$ cat config.mk
export PLATFORM = sky130hd
export DESIGN_NAME = fetch_stage_flat
export DESIGN_NICKNAME = d
export VERILOG_FILES = /design/src/rtl/fetch_stage_if.sv /design/src/rtl/fetch_stage.sv /design/src/flat_wrapper.sv
export SDC_FILE = /design/constraint.sdc
export NUM_CORES = 1
export LEC_CHECK = 0
export ABC_AREA = 1
export CAP_MARGIN = 20
export CORE_AREA = 2 2 121 123
export DETAILED_ROUTE_END_ITERATION = 10
export DIE_AREA = 0 0 123 125
export PLACE_DENSITY = 0.87
export SETUP_SLACK_MARGIN = 0.02
export SLEW_MARGIN = 20
export SYNTH_ARGS = -nofsm -noshare
export SYNTH_HDL_FRONTEND = slang
export SYNTH_SLANG_ARGS = --single-unit
$ cat constraint.sdc
create_clock -name clk -period 1.6 [get_ports clk]
set_input_delay 0.32 -clock clk [delete_from_list [all_inputs] [get_ports clk]]
set_output_delay 0.32 -clock clk [all_outputs]
set_load 0.01 [all_outputs]
$ cat src/rtl/fetch_stage_if.sv
// Instruction-memory bus between the fetch stage and the instruction memory.
// The fetch stage drives the address and the memory answers combinationally.
interface fetch_stage_if #(
  parameter int unsigned XLEN = 32
);
  logic [XLEN-1:0] imem_addr;
  logic [XLEN-1:0] imem_rdata;

  modport master (output imem_addr, input imem_rdata);
  modport slave  (input imem_addr, output imem_rdata);
endinterface

$ cat src/rtl/fetch_stage.sv
// IF stage plus IF/ID pipeline register of the 5-stage RISC-V pipeline.
// Holds the PC, drives the instruction-memory address, and latches the
// fetched instruction for decode. A redirect from E beats a fetch stall, and
// a flush or redirect beats a decode stall. Counts redirects since reset.
module fetch_stage #(
  parameter int unsigned     XLEN      = 32,
  parameter logic [XLEN-1:0] RESET_PC  = 32'h0000_0000,
  parameter logic [XLEN-1:0] NOP_INSTR = 32'h0000_0013,
  parameter int unsigned     CNT_W     = 16
) (
  input  logic             clk,
  input  logic             rst_n,
  input  logic             stallF,
  input  logic             stallD,
  input  logic             flushD,
  input  logic             pc_src_E,
  input  logic [XLEN-1:0]  pc_target_E,
  fetch_stage_if.master    imem,
  output logic [XLEN-1:0]  instr_D,
  output logic [XLEN-1:0]  pc_D,
  output logic [XLEN-1:0]  pc_plus4_D,
  output logic             valid_D,
  output logic [CNT_W-1:0] redirect_cnt
);

  logic [XLEN-1:0] pc_f;
  logic [XLEN-1:0] pc_plus4_f;
  logic [XLEN-1:0] target_aligned;

  // Sequential PC increment wraps naturally at 2^XLEN; redirect targets are
  // forced word-aligned by clearing their low two bits.
  assign pc_plus4_f     = pc_f + XLEN'(4);
  assign target_aligned = pc_target_E & ~XLEN'(3);
  assign imem.imem_addr = pc_f;

  // PC register: reset, then redirect (even under stall), then stall hold.
  always_ff @(posedge clk) begin
    if (!rst_n) begin
      pc_f <= RESET_PC;
    end else if (pc_src_E) begin
      pc_f <= target_aligned;
    end else if (!stallF) begin
      pc_f <= pc_plus4_f;
    end
  end

  // IF/ID register: bubble on reset, flush or redirect; hold on decode stall.
  always_ff @(posedge clk) begin
    if (!rst_n || flushD || pc_src_E) begin
      instr_D    <= NOP_INSTR;
      pc_D       <= '0;
      pc_plus4_D <= '0;
      valid_D    <= 1'b0;
    end else if (!stallD) begin
      instr_D    <= imem.imem_rdata;
      pc_D       <= pc_f;
      pc_plus4_D <= pc_plus4_f;
      valid_D    <= 1'b1;
    end
  end

  // Redirect counter: one per redirect edge, sticks at all-ones.
  always_ff @(posedge clk) begin
    if (!rst_n) begin
      redirect_cnt <= '0;
    end else if (pc_src_E && (redirect_cnt != '1)) begin
      redirect_cnt <= redirect_cnt + CNT_W'(1);
    end
  end

endmodule

$ cat src/flat_wrapper.sv
// flat-port wrapper written by rule: the top's interface ports become plain ports
module fetch_stage_flat 
#(
  parameter int unsigned     XLEN      = 32,
  parameter logic [XLEN-1:0] RESET_PC  = 32'h0000_0000,
  parameter logic [XLEN-1:0] NOP_INSTR = 32'h0000_0013,
  parameter int unsigned     CNT_W     = 16
)
  (clk, rst_n, stallF, stallD, flushD, pc_src_E, pc_target_E, instr_D, pc_D, pc_plus4_D, valid_D, redirect_cnt, imem_imem_addr, imem_imem_rdata);
  fetch_stage_if #(.XLEN(XLEN)) imem_i ();
  input  logic clk;
  input  logic rst_n;
  input  logic stallF;
  input  logic stallD;
  input  logic flushD;
  input  logic pc_src_E;
  input  logic [XLEN-1:0] pc_target_E;
  output logic [XLEN-1:0] instr_D;
  output logic [XLEN-1:0] pc_D;
  output logic [XLEN-1:0] pc_plus4_D;
  output logic valid_D;
  output logic [CNT_W-1:0] redirect_cnt;
  output wire logic [$bits(imem_i.imem_addr)-1:0] imem_imem_addr;
  input wire logic [$bits(imem_i.imem_rdata)-1:0] imem_imem_rdata;
  assign imem_imem_addr = imem_i.imem_addr;
  assign imem_i.imem_rdata = imem_imem_rdata;
  fetch_stage #(.XLEN(XLEN), .RESET_PC(RESET_PC), .NOP_INSTR(NOP_INSTR), .CNT_W(CNT_W)) u_core (.clk(clk), .rst_n(rst_n), .stallF(stallF), .stallD(stallD), .flushD(flushD), .pc_src_E(pc_src_E), .pc_target_E(pc_target_E), .imem(imem_i), .instr_D(instr_D), .pc_D(pc_D), .pc_plus4_D(pc_plus4_D), .valid_D(valid_D), .redirect_cnt(redirect_cnt));
endmodule
==> results of run 1 <==
cells in the final DEF (no fill, tap or decap), types with 11 or more instances in the layout:
cell type | Yosys | final
nand2_1 | 281 | 270
dlygate4sd2_1 | 0 | 137
nor2_1 | 137 | 128
dfxtp_1 | 139 | 113
inv_1 | 97 | 95
a21oi_1 | 96 | 94
clkdlybuf4s50_1 | 0 | 66
o21ai_0 | 52 | 45
buf_4 | 6 | 38
nand3_1 | 28 | 25
dfxtp_2 | 0 | 23
clkbuf_16 | 0 | 17
xor2_1 | 16 | 12
buf_12 | 0 | 11
state kept, by name, summed over array words and instances, names as in the netlist:
signal                 count
u_core.imem.imem_addr     30
u_core.pc_plus4_D         30
u_core.instr_D            32
u_core.pc_D               30
u_core.valid_D             1
u_core.redirect_cnt       16
routing by layer:
layer,global-route usage,vias up
li1,-,3423
met1,0.329,3289
met2,0.453,331
met3,0.0935,66
met4,0.131,0
met5,0,-
cell type report:
| cell class | instances | share of cell area |
|---|---|---|
| Clock inverter | 13 | 0.0194 |
| Timing Repair Buffer | 256 | 0.249 |
| Multi-Input combinational cell | 667 | 0.329 |
| Sequential cell | 139 | 0.292 |
| Tap cell | 184 | 0.0238 |
| Clock buffer | 19 | 0.0468 |
| Inverter | 101 | 0.0395 |
per-stage QoR:
step                      std cells  setup TNS (ns)  utilization  power [mW]  hold WS, ns
after detailed placement       1343          -10.76        0.630        4.71        0.453
after CTS                      1376               0        0.669        8.91        0.393
after global placement         1343           -7.65        0.630        4.69        0.441
final                          1379               0        0.681        8.90        0.411
after global routing           1379          -0.199        0.681        9.20        0.420
after floorplan                 957               0            -        4.14        0.418
timing repair:
| item | CTS | global route |
|---|---|---|
| gates resized for setup | 171 | 51 |
| pin swaps | 7 | 21 |
| setup buffers | 1 | 3 |
| setup endpoints to repair | 149 | 59 |
| endpoints found under the hold margin | 0 | 0 |
report_power, final:
part           internal (mW)  switching, mW  total (mW)
Combinational          0.459          0.538       0.997
Clock                   2.70           1.57        4.27
Sequential              3.55         0.0852        3.64
Total                   6.71           2.19        8.90
logic make-up after synthesis:
group / synth area share
xor gates and xnor gates: 0.0288
buffers and inverters: 0.0966
adders and majority gates: 0.00391
and+or+nand+nor: 0.308
AOI/OAI and AO/OA: 0.127
DFF: 0.435
other: 0.000586
path summary, 6_finish.rpt:
path,from,to
setup / recovery,u_core.imem.imem_addr[6],imem_imem_addr[6]
hold / removal,stallD,u_core.instr_D[2]
setup reg to reg,u_core.imem.imem_addr[2],u_core.imem.imem_addr[27]
hold reg to reg,u_core.instr_D[16],u_core.instr_D[16]
worst register-to-register path, delay by kind of cell, from the launching register on:
kind                   cells  cell delay [ns]
flip-flops                 1             0.36
AO/OA/AOI/OAI              1             0.11
AND/OR/NAND/NOR            6             0.72
buffers and inverters      3             0.29
==> run_results.csv, run 1 <==
group,metric,value,unit
outcome,outcome,"finished, final reports clean",
sta,period_share,0.988,
clock_network,clk_pin_slew,0.06,ns
clock_network,root_buffer,"clkbuf_16",
drt,wl_per_cell,15.5,um
logic_synthesis,synthCells,952,
floorplanning,start_util,0.450,
sta,fin_skew,0.00785,ns
floorplanning,dieWidth,123,um
logic_synthesis,synth_area,6400,um2
sta,drv_slew,0,
setup_path,crit_required,1.28,ns
global_route,grt_max_degree,50,
cells_and_area,drive_above_1_share,0.139,
placed_design,hpwl,14800,um
cells_and_area,syn_to_final_growth,51.2,%
sta,relSlewSlack,0.660,
drt,dr.pass1.iters,5,
logic_synthesis,yosysSeqAreaShare,0.435,
sta,final_hold_viol_count,0,
setup_path,rr_worst_depth,10,
global_route,grt_usage,0.279,
clock_network,cts_hold_buf,0,
setup_path,rrSetupSlack,0.03,ns
setup_path,critPathCaptureType,"output port",
logic_synthesis,synthDistinctLibCells,32,
power,power_density,921,nW/um2
placed_design,placed_area,8950,um2
setup_path,path_depth,2,
clock_network,numCtsBuffers,17,
power,peakVddDrop,0.614,mV
floorplanning,io_pins,215,
logic_synthesis,synth_ff_type,"dfxtp_1",
setup_path,cp_cell_sequence,"buf_4, dlygate4sd2_1",
clock_network,cts.sinks,139,
min_path,hold_path_class,"input pin to flip-flop",
sta,rsz0062_at_grt,"true",
cells_and_area,nFillCells,1175,
sta,period_minus_slack,1.58,ns
drt,routed_wl,21300,um
logic_synthesis,synth.avg_cell_area,6.72,um2
cells_and_area,nets,1254,
setup_path,arrival,1.26,ns
drt,m1WireLength,8290,um
logic_synthesis,async_reset_ff_frac,0,
flow_run,drv_cap,0,
logic_synthesis,synthTopCellsByCount,"nand2_1 (281), dfxtp_1 (139), nor2_1 (137), inv_1 (97), a21oi_1 (96)",
setup_path,crit_fanout,4,
floorplanning,rows,44,
global_route,grt_overflow,0,
drt,ant_nets,0,
logic_synthesis,ys_ff_latch,139,
drt,top_layer,"met4",
placed_design,dp_slack,-0.234,ns
setup_path,cp_num_buf_inv,2,
clock_network,htreeDepth,4,
clock_network,tritoncts,"done",
global_route,grt_pass1_wl,33400,um
min_path,holdPathStages,4,
drt,vias,7109,
drt,drcViolationCount,0,
power,leakagePower,4.65,nW
cells_and_area,regArea,2820,um2
floorplanning,core-area,14200,um2
floorplanning,die_h,125,um
logic_synthesis,netlist.area_leader.share,0.435,
placed_design,portBuffers,206,
logic_synthesis,synth.most_common_cell,"nand2_1",
drt,drt_iter0_drc,561,
logic_synthesis,synth_edf_count,0,
logic_synthesis,yosysWarnings,0,
sta,tightest_slew,0.510,ns
logic_synthesis,synth_top_area_cell,"dfxtp_1",
setup_path,cp_slowest_cell,"dfxtp_1",
cells_and_area,multiInputGateArea,3190,um2
setup_path,critPathTopFamily,"buffers and inverters",
floorplanning,die_area,15400,um2
global_route,antenna_found_initial,0,
drt,wl_met2,10200,um
setup_path,slowest_delay,0.37,ns
sta,clock.fmax,632,MHz
global_route,grt_pass1_vias,6761,
setup_path,critical_path_class,"flip-flop to output port",
sta,report.final.setup_viol,0,
drt,viasPerCell,5.16,
clock_network,clock_latency,0.43,ns
clock_network,clockBufferDepth,2,
drt,wl_met3,2020,um
cells_and_area,fin_area,9670,um2
placed_design,gp_congestion,0.943,
cells_and_area,diodes,0,
setup_path,startpoint_type,"flip-flop",
sta,setup_slack,0.0186,ns
logic_synthesis,yosys-top-cells-area,"dfxtp_1 (44%), nand2_1 (16%), nor2_1 (8.0%)",
(Power assumes the default switching activity.)
==> run 2, diff against run 1 <==
--- a/config.mk
+++ b/config.mk
@@ -11,6 +11,7 @@
 export DETAILED_ROUTE_END_ITERATION = 10
 export DIE_AREA = 0 0 123 125
 export PLACE_DENSITY = 0.87
+export REMOVE_ABC_BUFFERS = 1
 export SETUP_SLACK_MARGIN = 0.02
 export SLEW_MARGIN = 20
 export SYNTH_ARGS = -nofsm -noshare
==> run 2 against run 1 <==
  * The flow now finishes with violations (setup timing)
  * Hold slack worse by 0.11 ns
  * First-iteration DRC count is 14% lower
  * Sequential share of layout area rose by 0.10 points
  * Flip-flop and latch count is the same
  * Fmax decreased by 2.9%
  * Combinational power is 4.7% lower
  * Clock power shrank 3%
  * Setup slack worse by 0.047 ns
  * Non-clock buffer count is 4 higher
  * Sequential power about the same
  * Clock-buffer cell count increased by 1
  * Global-route usage down 2.0 points
  * Critical path type is now flip-flop to flip-flop
  * Largest cell class unchanged
==> run_results.csv, run 2 (synthesized netlist as in run 1, its figures left out) <==
group,metric,value,unit
floorplanning,die_area,15400,um2
sta,holdWs,0.300,ns
sta,period_minus_slack,1.63,ns
global_route,grt_pass1_wl,31600,um
floorplanning,io_pins,215,
setup_path,arrival,1.98,ns
outcome,outcome,"finished with violations",
clock_network,clk_pin_slew,0.06,ns
setup_path,cp_cell_sequence,"ha_4, nand2_4, nor2_4, nand2_4, nor2_4, buf_6, nand3_2, nand2_2, nand2_2, a21oi_2",
min_path,hold_path_class,"input pin to flip-flop",
global_route,antenna_found_initial,1,
outcome,violations,"setup timing",
cells_and_area,regMostFlops,"u_core.instr_D",
cells_and_area,drive_above_1_share,0.137,
clock_network,root_buffer,"clkbuf_16",
placed_design,hpwl,14600,um
sta,drv_slew,0,
setup_path,crit_fanout,4,
setup_path,critical_path_class,"flip-flop to flip-flop",
cells_and_area,syn_to_final_growth,50.2,%
setup_path,critPathCaptureType,"flip-flop",
placed_design,dp.cells,1346,
clock_network,numCtsBuffers,17,
sta,setup_slack,-0.0285,ns
setup_path,slowest_delay,0.36,ns
setup_path,startpoint_type,"flip-flop",
floorplanning,dieWidth,123,um
drt,drt_iter0_drc,481,
placed_design,dp_slack,-0.0727,ns
drt,ant_nets,0,
cells_and_area,fin_util,0.676,
drt,wl_per_cell,14.9,um
drt,routed_wl,20700,um
clock_network,cts.sinks,139,
floorplanning,die_h,125,um
drt,vias,7028,
clock_network,clockBufferDepth,2,
clock_network,htreeDepth,4,
placed_design,portBuffers,206,
power,peakVddDrop,0.725,mV
global_route,grt_max_degree,50,
cells_and_area,final_common_cell,"nand2_1",
cells_and_area,mostFrequentLayoutCells,"nand2_1 (266), dlygate4sd2_1 (137), nor2_1 (130), dfxtp_1 (118), inv_1 (96)",
setup_path,cp_slowest_cell,"dfxtp_4",
power,power,8.75,mW
setup_path,crit_required,1.95,ns
floorplanning,rows,44,
placed_design,gp_congestion,0.920,
flow_run,drv_cap,0,
cells_and_area,nets,1258,
global_route,grt_overflow,0,
clock_network,clock_latency,0.43,ns
setup_path,critPathTopFamily,"simple AND/OR/NAND/NOR gates",
sta,final_hold_viol_count,0,
sta,clock.fmax,614,MHz
sta,fin_skew,0.0102,ns
sta,report.final.setup_viol,2,
sta,period_share,1.02,
cells_and_area,final_cell_count_no_fill,1383,
floorplanning,start_util,0.450,
clock_network,tritoncts,"done",
setup_path,cp_num_buf_inv,1,
drt,drcViolationCount,0,
power,leakagePower,4.60,nW
drt,viasPerCell,5.08,
cells_and_area,largest_register_ffs,32,
sta,rsz0062_at_grt,"true",
drt,dr.pass1.iters,5,
global_route,grt_usage,0.259,
power,power_density,911,nW/um2
floorplanning,core-area,14200,um2
global_route,grt_pass1_vias,6574,
-- run 2: area by class of cell --
type	count	area, um2
multi-input combinational	667	3180
antenna	1	2.50
fill	1197	4600
timing repair buffer	260	2370
tap	184	230
clock buffer	20	457
inverter	101	382
clock inverter	11	169
sequential	139	2810
-- run 2: worst reg2reg max path: stages (launching register included) --
cell and delay, ns:
dfxtp_4 0.36, ha_4 0.16, nand2_4 0.05, nor2_4 0.16, nand2_4 0.11, nor2_4 0.21
buf_6 0.13, nand3_2 0.06, nand2_2 0.10, nand2_2 0.07, a21oi_2 0.15
-- run 2: worst paths after layout --
check / slack (ns) / from / cells past startpoint / to
setup / recovery: -0.03 / u_core.imem.imem_addr[3] / 10 / u_core.imem.imem_addr[22]
hold / removal: 0.30 / stallD / 4 / u_core.instr_D[28]
setup reg to reg: -0.03 / u_core.imem.imem_addr[3] / 10 / u_core.imem.imem_addr[22]
hold reg to reg: 0.45 / u_core.instr_D[31] / 2 / u_core.instr_D[31]
-- run 2: per-stage QoR --
| stage | area, um2 | setup TNS (ns) |
|---|---|---|
| 2_1_floorplan | 6180 | -12.72 |
| 3_3_place_gp | 8890 | -1.94 |
| 3_5_place_dp | 8890 | -2.39 |
| 4_1_cts | 9410 | 0 |
| 5_1_grt | 9610 | -1.14 |
| 6_report | 9610 | -0.0484 |
-- run 2: layer usage --
metal | up-vias | GRT usage | part of all wire
met5 | - | 0 | 0
met4 | 0 | 0.100 | 0.024
met3 | 45 | 0.0830 | 0.10
met2 | 314 | 0.461 | 0.50
met1 | 3239 | 0.282 | 0.38
li1 | 3430 | - | -
-- run 2: timing repair --
action                                  CTS  global route
resized for setup                       161            64
hold buffers                              0             0
setup buffers                             2             3
endpoints found under the setup margin  154            55
pin swaps                                 3            21
-- run 2: report_power, final --
group          internal (mW)  switching (mW)
clock                   2.68            1.49
sequential              3.56          0.0831
combinational          0.434           0.516
total                   6.67            2.09
